## config.mk

```make
export PLATFORM = sky130hd
export DESIGN_NAME = swap_sequencer
export DESIGN_NICKNAME = d
export VERILOG_FILES = /design/src/rtl/swap_sequencer_pkg.sv /design/src/rtl/swap_sequencer_swap.sv /design/src/rtl/swap_sequencer.sv
export SDC_FILE = /design/constraint.sdc
export NUM_CORES = 1
export LEC_CHECK = 0
export CAP_MARGIN = 20
export CORE_MARGIN = 2
export CORE_UTILIZATION = 65
export CTS_BUF_LIST = sky130_fd_sc_hd__clkbuf_2
export DETAILED_ROUTE_END_ITERATION = 8
export DONT_BUFFER_PORTS = 1
export PLACE_DENSITY = 0.91
export SLEW_MARGIN = 20
export SYNTH_ARGS = -nofsm -noshare
export SYNTH_HDL_FRONTEND = slang
export SYNTH_HIERARCHICAL = 1
export SYNTH_SLANG_ARGS = --single-unit
```

## constraint.sdc

```tcl
create_clock -name clk -period 1.9 [get_ports clk]
set_input_delay 0.38 -clock clk [delete_from_list [all_inputs] [get_ports clk]]
set_output_delay 0.38 -clock clk [all_outputs]
set_load 0.05 [all_outputs]
```

## src/rtl/swap_sequencer_pkg.sv

```systemverilog
// Shared definitions for the swap sequencer: default widths, FSM encoding,
// and the saturating completion-counter helper.
package swap_sequencer_pkg;

    localparam int DEF_DATA_W = 20;
    localparam int DEF_ADDR_W = 4;
    localparam int COUNT_W    = 16;

    localparam logic [COUNT_W-1:0] COUNT_MAX = '1;

    typedef enum logic [2:0] {
        ST_IDLE = 3'd0,
        ST_RD_A = 3'd1,
        ST_RD_B = 3'd2,
        ST_CAPT = 3'd3,
        ST_WR_A = 3'd4,
        ST_WR_B = 3'd5,
        ST_DONE = 3'd6
    } state_t;

    // Increment that sticks at the all-ones value instead of wrapping.
    function automatic logic [COUNT_W-1:0] sat_inc(input logic [COUNT_W-1:0] value);
        return (value == COUNT_MAX) ? value : value + 1'b1;
    endfunction

endpackage

```

## src/rtl/swap_sequencer_swap.sv

```systemverilog
// Swap datapath: presents the two captured words in exchanged order so the
// sequencer can write each one back to the other register.
module swap_sequencer_swap
    import swap_sequencer_pkg::*;
#(
    parameter int DATA_W = DEF_DATA_W
) (
    input  logic [DATA_W-1:0] word_a,
    input  logic [DATA_W-1:0] word_b,
    output logic [DATA_W-1:0] swapped_a,
    output logic [DATA_W-1:0] swapped_b
);

    // Bitwise cross-connection: swapped_a carries word_b, swapped_b carries word_a.
    for (genvar gi = 0; gi < DATA_W; gi++) begin : g_bit
        assign swapped_a[gi] = word_b[gi];
        assign swapped_b[gi] = word_a[gi];
    end

endmodule

```

## src/rtl/swap_sequencer.sv

```systemverilog
// Swap sequencer: on request, reads two registers through a shared
// register-file port, then writes them back exchanged. Equal addresses
// complete immediately without touching the register file.
module swap_sequencer
    import swap_sequencer_pkg::*;
#(
    parameter int DATA_W = DEF_DATA_W,
    parameter int ADDR_W = DEF_ADDR_W
) (
    input  logic              clk,
    input  logic              rst_n,
    input  logic              req_valid,
    output logic              req_ready,
    input  logic [ADDR_W-1:0] req_addr_a,
    input  logic [ADDR_W-1:0] req_addr_b,
    output logic              done,
    output logic              busy,
    output logic              rf_rd_en,
    output logic              rf_wr_en,
    output logic [ADDR_W-1:0] rf_addr,
    output logic [DATA_W-1:0] rf_wdata,
    input  logic [DATA_W-1:0] rf_rdata,
    output logic [15:0]       swap_count
);

    state_t              state_reg;
    state_t              state_next;
    logic [ADDR_W-1:0]   addr_a_reg;
    logic [ADDR_W-1:0]   addr_b_reg;
    logic [DATA_W-1:0]   word_a_reg;
    logic [DATA_W-1:0]   word_b_reg;
    logic [COUNT_W-1:0]  count_reg;
    logic [DATA_W-1:0]   swapped_a;
    logic [DATA_W-1:0]   swapped_b;

    swap_sequencer_swap #(
        .DATA_W (DATA_W)
    ) u_swap (
        .word_a    (word_a_reg),
        .word_b    (word_b_reg),
        .swapped_a (swapped_a),
        .swapped_b (swapped_b)
    );

    // State register; reset aborts any operation in flight.
    always_ff @(posedge clk or negedge rst_n) begin
        if (!rst_n) begin
            state_reg <= ST_IDLE;
        end else begin
            state_reg <= state_next;
        end
    end

    // Address latch on handshake, word capture from the registered read
    // port, and the saturating completion counter.
    always_ff @(posedge clk or negedge rst_n) begin
        if (!rst_n) begin
            addr_a_reg <= '0;
            addr_b_reg <= '0;
            word_a_reg <= '0;
            word_b_reg <= '0;
            count_reg  <= '0;
        end else begin
            if (state_reg == ST_IDLE && req_valid) begin
                addr_a_reg <= req_addr_a;
                addr_b_reg <= req_addr_b;
            end
            // Read data lags the strobe by one cycle, so word_a arrives
            // during RD_B and word_b during CAPT.
            if (state_reg == ST_RD_B) begin
                word_a_reg <= rf_rdata;
            end
            if (state_reg == ST_CAPT) begin
                word_b_reg <= rf_rdata;
            end
            if (state_reg == ST_DONE) begin
                count_reg <= sat_inc(count_reg);
            end
        end
    end

    // Next-state and Moore outputs; register-file port idles at zero.
    always_comb begin
        state_next = state_reg;
        req_ready  = 1'b0;
        busy       = 1'b1;
        done       = 1'b0;
        rf_rd_en   = 1'b0;
        rf_wr_en   = 1'b0;
        rf_addr    = '0;
        rf_wdata   = '0;
        case (state_reg)
            ST_IDLE: begin
                req_ready = 1'b1;
                busy      = 1'b0;
                if (req_valid) begin
                    state_next = (req_addr_a == req_addr_b) ? ST_DONE : ST_RD_A;
                end
            end
            ST_RD_A: begin
                rf_rd_en   = 1'b1;
                rf_addr    = addr_a_reg;
                state_next = ST_RD_B;
            end
            ST_RD_B: begin
                rf_rd_en   = 1'b1;
                rf_addr    = addr_b_reg;
                state_next = ST_CAPT;
            end
            ST_CAPT: begin
                state_next = ST_WR_A;
            end
            ST_WR_A: begin
                rf_wr_en   = 1'b1;
                rf_addr    = addr_a_reg;
                rf_wdata   = swapped_a;
                state_next = ST_WR_B;
            end
            ST_WR_B: begin
                rf_wr_en   = 1'b1;
                rf_addr    = addr_b_reg;
                rf_wdata   = swapped_b;
                state_next = ST_DONE;
            end
            ST_DONE: begin
                done       = 1'b1;
                state_next = ST_IDLE;
            end
            default: begin
                state_next = ST_IDLE;
            end
        endcase
    end

    assign swap_count = count_reg;

endmodule

```

==> results.md, run 1 <==
* Maximum fanout encountered on the critical timing path at 4
* Final nets at 403
* Number of synthesized flops with an enable pin at 0
* Initial core utilization at 66.5%
* Sink count of the clock tree at 67
* Die Wd at 78.3 um
* Headroom to the max-slew limit at 60.4%
* Routed Antenna Nets at 0
* Internal power at 4.93 mW
* Sequential fraction of the synthesis area at 46.7%
* Fraction of registers with async set/reset at 100%
* Setup repair after global routing missed its margin: true
* Root buf cell: clkbuf_2
* Post-route DRC violation count at 0
* Die Ht at 78.3 um
* Power spent charging and discharging nets at 3.99 mW
* Hold WS at -0.0327 ns
* Area growth syn-to-layout at 35.3%
* Largest incremental delay on the critical path at 0.46 ns
* Leakage at 2.12 nW
* Distinct cells, synth at 43
* Portion of total power attributed to the clock network at 9.8%
* Final critical-path setup slack at -0.437 ns
* Clock latency on the worst-skew pair at 0.55 ns
* Post-Synthesis Cell Area at 0.00359 mm2
* Sw frac at 44.7%
* Row Count at 27
* Final Instance Count excl. Fillers at 447
* Maximum number of pins on one net before global-route repair at 68
* Standard cell core area at 0.00541 mm2
* Count of pins over their slew limit at 0
* Number of DRC markers after the initial detailed-route iteration at 222
* Total power per unit cell area at 1830 mW/mm2
* Fin. Hold Viols at 7
* Tmin final at 2.34 ns
* Count of max-cap constraint violations at 0
* I/O pin count at 76
* Hold WC Path Type: in -> reg
* Final core utilization at 89.9%
* Maximum buffer depth of the clock tree at 2
* Vias per cell at 6.55
* Post-Synthesis Cells at 310
* Type of element capturing the critical path: output port
* Slowest CP cell: dfrtp_2
* Number of search-and-repair iterations in the first detailed-routing pass at 5
* Overall via count from detail_route at 2930
* Data arrival at the endpoint of the critical path at 1.96 ns
* Antenna violations before repair at 0
* Primary FF master, synth: dfrtp_1
* Routed WL at 11000 um
* Setup Viol. Count Final at 32
* Maximum achievable frequency at 428 MHz
* Number of global-route vias before repair at 2869
* Detail-routed net length per standard cell at 24.6 um
* Failing checks: hold timing, setup timing
* Final TNS setup at -9.35 ns
* Share of final-layout standard cells stronger than drive strength 1 at 55.2%
* RePlAce Congestion at 0.846
* Worst vdd ir at 0.00153 V
* Number of flip-flops and latches in the synthesized netlist at 67
* Die footprint at 0.00614 mm2
* Fill cell total of the finished layout at 196
* Tcrit/Tclk final at 123%
* Total number of yosys warnings at 6
* Post-synthesis average cell area at 11.6 um2
* CTS buffer count at 9
* Total global-route track usage at 32.1%
* Max H-tree Level at 3
* Combinational power share at 61.1%
* Result of the run: finished with violations
* Crit path required time at 1.52 ns
* Class of the most critical setup path: reg -> out
* Clock slew at the register clock pins of the worst setup and hold paths at 0.21 ns
* TritonCTS clock tree: built
* Detailed placer's ending HPWL at 4850 um
* Pre-CTS setup slack at 0.0995 ns
* Synthesized netlist net count at 342
* Register share of total power at 29.1%
* Critical path launch point type: flop
* Worst setup skew after layout at 0.0401 ns
* Critical Path, Cell by Cell: buf_4 -> mux2_2 -> a22oi_2 -> o21ai_2 -> buf_12
* Sum of overflow across all layers after global routing at 0
* Number of buffers inserted by port buffering at 0
* Ant diodes at 0
* Tightest Pin Transition at 0.589 ns
* Cell count after placement at 380
* Global-route wire length before repair at 14700 um
[cell usage in the layout, fill, tap and decap left out, drive strengths merged, types with 2 or more instances in the layout]
master       count
nand4            5
nor4             2
dfrtp           67
nand3            5
mux2i           20
clkinv           3
a41oi            2
a21oi            6
nor2            27
mux2            55
nand2b           2
and3             3
o21ai            5
xor2             7
a31oi            2
buf             75
o2111a           2
clkbuf          10
nor3             5
a22oi            4
and2             2
nand2           12
xnor2            7
dlygate4sd3     29
inv              3
[path summary, 6_finish.rpt]
| kind | start | to | slack (ns) | cells after the start |
|---|---|---|---|---|
| hold / removal | req_addr_a[1] | addr_a_reg[1] | -0.03 | 1 |
| min in group asynchronous | rst_n | word_b_reg[2] | 0.36 | 2 |
| setup reg to reg | state_reg[0] | swap_count[8] | -0.06 | 8 |
| hold reg to reg | word_a_reg[8] | word_a_reg[8] | 0.54 | 1 |
| max in group asynchronous | rst_n | word_b_reg[3] | 1.25 | 2 |
| setup / recovery | state_reg[0] | rf_addr[0] | -0.44 | 5 |
[synthesized netlist by cell type, types with 2 or more instances]
master     n  area [um2]
dfrtp_1   67        1680
mux2_2    54         608
buf_4     42         315
nor2_1    27         101
mux2i_1   20         200
nand2_1   12        45.0
buf_2      9        45.0
xnor2_1    7        61.3
xor2_1     7        61.3
a21oi_1    6        30.0
o21ai_0    5        25.0
a22oi_1    4        30.0
clkbuf_1   4        15.0
nand3_1    4        20.0
nor3_1     4        20.0
inv_1      3        11.3
nand4_1    3        18.8
a31oi_1    2        12.5
a41oi_1    2        17.5
and2_1     2        12.5
and3_1     2        12.5
nand2b_1   2        12.5
o2111a_1   2        22.5
[kinds of logic after synthesis]
kind of cell,synth area share [%]
multiplexers,22.9
AND/OR/NAND/NOR,11.2
flip-flops,46.7
buffers and inverters,10.8
AO/OA/AOI/OAI,4.70
XOR/XNOR,3.41
adder cells (fa/ha/maj),0.348
[worst max-delay path, delay by kind of cell, from the launching register on]
kind / cells / cell delay [ns]
buf+inv: 2 / 0.30
compound gates: 2 / 0.30
mux: 1 / 0.36
flops: 1 / 0.46
[power by group through the flow]
stage	Sequential [mW]	Clock (mW)	Combinational [mW]
finish	2.60	0.876	5.44
global route	2.64	0.920	5.66
CTS	2.42	0.812	4.93
detailed placement	2.51	0	3.99
global placement	2.44	0	3.88
floorplan	2.45	0	3.39
[timing repair]
item,CTS,global route
pin swaps,5,14
endpoints found under the setup margin,29,49
buffers inserted,17,3
gates resized for setup,53,33
endpoints found under the hold margin,80,25
hold buffers,13,17
cloned,3,1
[final cells by class]
class	instances	area (um2)	share of cell area, %
clock inverter	5	55.1	1.13
timing repair buffer	104	1130	23.3
sequential	67	1680	34.6
multi-input combinational	186	1840	37.8
clock buffer	10	50.0	1.03
tap	72	90.1	1.85
inverter	3	13.8	0.283
[per-stage QoR]
stage | area [um2] | power (mW)
after floorplan | 3660 | 5.84
after global placement | 3880 | 6.32
after detailed placement | 3880 | 6.50
after CTS | 4540 | 8.16
after global routing | 4860 | 9.21
final | 4860 | 8.92
[metal layers]
layer  vias up  part of all wire [%]  track usage, %
li1       1175                     -               -
met1      1463                    35            35.9
met2       219                    50            57.1
met3        73                   7.8            6.67
met4         0                   6.5            17.9
met5         -                     0               0
Note: power is estimated with default switching activity, not from simulation.
==> inputs of run 2 (changes only) <==
- ABC_AREA: default -> 1
==> results.md, run 2 <==
* Result of the run: finished with violations
* Failing checks: hold timing, setup timing
* Fin. Hold Viols at 1 (-6)
* Worst path top cell family by delay: buffers and inverters
* Number of DRC markers after the initial detailed-route iteration at 253 (+14%)
* Post-synthesis average cell area at 7.58 um2 (-35%)
* Initial core utilization at 66.7% (+0.28 points)
* Most frequent cell on the critical path: buf_12
* Number of flip-flops and latches in the synthesized netlist at 67 (unchanged)
* Crit path required time at 1.52 ns (about the same)
* Final core utilization at 85.5% (-4.4 points)
* Largest incremental delay on the critical path at 0.48 ns (+0.02 ns)
* Synth top area share at 46.2% (-0.48 points)
* Headroom to the max-slew limit at 75.7% (+15 points)
* Number of buffers inserted by port buffering at 0 (unchanged)
* Root buf cell: clkbuf_2
* Fill cell total of the finished layout at 293 (+49%)
* Post-Synthesis Cells at 479 (+55%)
* Final nets at 561 (+39%)
* Distinct cells, synth at 23 (-47%)
* Global-route wire length before repair at 15200 um (+3.5%)
* Antenna violations before repair at 0 (unchanged)
* Number of global-route vias before repair at 3275 (+14%)
* Total global-route track usage at 32.2% (+0.067 points)
* Count of pins over their slew limit at 0 (unchanged)
* Area growth syn-to-layout at 28.1%
* Post-layout total power at 6.92 mW (-22%)
* Tmin final at 2.25 ns (-0.0835 ns)
* Die Ht at 78.7 um (+0.49%)
* TritonCTS clock tree: built
* Buffers and inverters on the worst path at 4 (+2)
* Sequential fraction of the synthesis area at 46.2% (-0.48 points)
* Vias per cell at 5.50 (-16%)
* Maximum achievable frequency at 444 MHz (+3.7%)
* Dominant cell by count in the synthesized netlist: nand2_1
* Highest-count cells in the layout ignoring fill and taps: 134 x nand2_1, 64 x dfrtp_1, 58 x inv_1
* Worst setup skew after layout at 0.0252 ns (-0.0148 ns)
* Die Wd at 78.7 um (+0.49%)
* Worst vdd ir at 0.00122 V (-20%)
* Share of final-layout standard cells stronger than drive strength 1 at 25.5% (-30 points)
* Hold WC Path Type: in -> reg
* Data arrival at the endpoint of the critical path at 1.87 ns (-0.09 ns)
* Post-Synthesis Cell Area at 0.00363 mm2 (+1.0%)
* Ant diodes at 0 (unchanged)
* Number of synthesized flops with an enable pin at 0 (unchanged)
* Maximum fanout encountered on the critical timing path at 6 (+2)
* Top cells by instance count after synthesis: 154 x nand2_1, 67 x dfrtp_1, 61 x o21ai_0, 58 x inv_1, 41 x buf_4
* Sink count of the clock tree at 67 (unchanged)
* Detailed placer's ending HPWL at 5040 um (+3.9%)
* Fraction of registers with async set/reset at 100% (unchanged)
* Max H-tree Level at 3 (unchanged)
* Leading cell type in the layout, fill and taps excluded: nand2_1
* Class of the most critical setup path: reg -> out
* Row Count at 27 (unchanged)
* Standard cell core area at 0.00544 mm2 (+0.63%)
* Post-route DRC violation count at 0 (unchanged)
* I/O pin count at 76 (unchanged)
* Total number of yosys warnings at 6 (unchanged)
* Biggest area contributors in the synthesized netlist: dfrtp_1 46%, nand2_1 16%, buf_4 8.5%
* Sum of overflow across all layers after global routing at 0 (unchanged)
* Final TNS setup at -7.98 ns (+1.37 ns)
* Synthesized netlist net count at 511 (+49%)
* Die footprint at 0.00620 mm2 (+0.99%)
* Tightest Pin Transition at 0.365 ns (-0.224 ns)
* Cell area after layout at 0.00465 mm2 (-4.4%)
* Routed WL at 10100 um (-8.3%)
* Placed Instance Area at 0.00381 mm2 (-1.8%)
* Overall via count from detail_route at 3328 (+14%)
* Count of max-cap constraint violations at 0 (unchanged)
* Slowest CP cell: dfrtp_2
* Critical path launch point type: flop
* Largest area contributor in the synthesized netlist: dfrtp_1
* Clock latency on the worst-skew pair at 0.52 ns (-0.03 ns)
* Detail-routed net length per standard cell at 16.7 um (-32%)
* Number of search-and-repair iterations in the first detailed-routing pass at 5 (unchanged)
* Clock slew at the register clock pins of the worst setup and hold paths at 0.21 ns (about the same)
* Leakage at 2.34 nW (+11%)
* Final critical-path setup slack at -0.353 ns (+0.0835 ns)
* RePlAce Congestion at 0.882 (+4.3%)
* Routed Antenna Nets at 0 (unchanged)
* Critical Path, Cell by Cell: inv_4 -> nor3_4 -> buf_4 -> buf_12 -> o21ai_1 -> nand2_1 -> buf_12
* Setup Viol. Count Final at 31 (-3.1%)
* Hold WS at -0.00994 ns (+0.0228 ns)
* Maximum buffer depth of the clock tree at 2 (unchanged)
* Maximum number of pins on one net before global-route repair at 68 (unchanged)
* Setup repair after global routing missed its margin: true
* Total power per unit cell area at 1490 mW/mm2 (-19%)
* Primary FF master, synth: dfrtp_1
* CTS buffer count at 9 (unchanged)
* Type of element capturing the critical path: output port
* Tcrit/Tclk final at 119% (-4.4 points)
[run 2: area by class of cell]
| class | count | area [um2] | area share (%) |
|---|---|---|---|
| tap | 72 | 90.1 | 1.94 |
| timing repair buffer | 95 | 1040 | 22.3 |
| multi-input combinational | 294 | 1530 | 32.8 |
| clock buffer | 9 | 45.0 | 0.969 |
| inverter | 62 | 238 | 5.11 |
| clock inverter | 6 | 33.8 | 0.727 |
| sequential | 67 | 1680 | 36.1 |
[run 2: logic make-up after synthesis]
logic type / Yosys count / synth area share [%]
and+or+nand+nor: 205 / 23.1
adders and majority gates: 1 / 0.345
AOI/OAI and AO/OA: 77 / 10.9
xor gates and xnor gates: 11 / 2.65
buffers and inverters: 118 / 16.8
DFF: 67 / 46.2
[run 2: metal layers]
| layer | track usage, % | up-vias | routed length [um] |
|---|---|---|---|
| li1 | - | 1543 | - |
| met2 | 56.4 | 164 | 5330 |
| met3 | 7.84 | 41 | 586 |
| met1 | 36.3 | 1580 | 3740 |
| met5 | 0 | - | 0 |
| met4 | 16.8 | 0 | 415 |
[run 2: per-stage QoR]
step | setup slack (ns) | cells
floorplan | -0.0468 | 479
global placement | 0.237 | 546
detailed placement | 0.182 | 546
CTS | -0.267 | 594
global route | -0.390 | 605
finish | -0.353 | 605
[run 2: where the power goes]
| part | total, mW | internal, mW | switching (mW) |
|---|---|---|---|
| Clock | 0.701 | 0.153 | 0.548 |
| Combinational | 3.79 | 1.40 | 2.40 |
| Sequential | 2.43 | 1.99 | 0.434 |
[run 2: final timing paths]
check	cells past startpoint	to	slack, ns	startpoint
max	7	rf_addr[1]	-0.35	state_reg[2]
min	2	word_a_reg[17]	-0.01	rf_rdata[17]
max reg2reg	8	addr_b_reg[2]	-0.04	state_reg[1]
min reg2reg	2	word_a_reg[11]	0.51	word_a_reg[11]
max in group asynchronous	2	word_a_reg[9]	1.22	rst_n
min in group asynchronous	2	addr_a_reg[1]	0.41	rst_n
[run 2: timing repair]
item                                   4_1_cts  5_1_grt
setup endpoints to repair                   28       36
cloned                                       0        3
endpoints found under the hold margin       94        1
setup buffers                                3        7
hold buffers                                30        1
pin swaps                                    1        8
resized for setup                           31       57
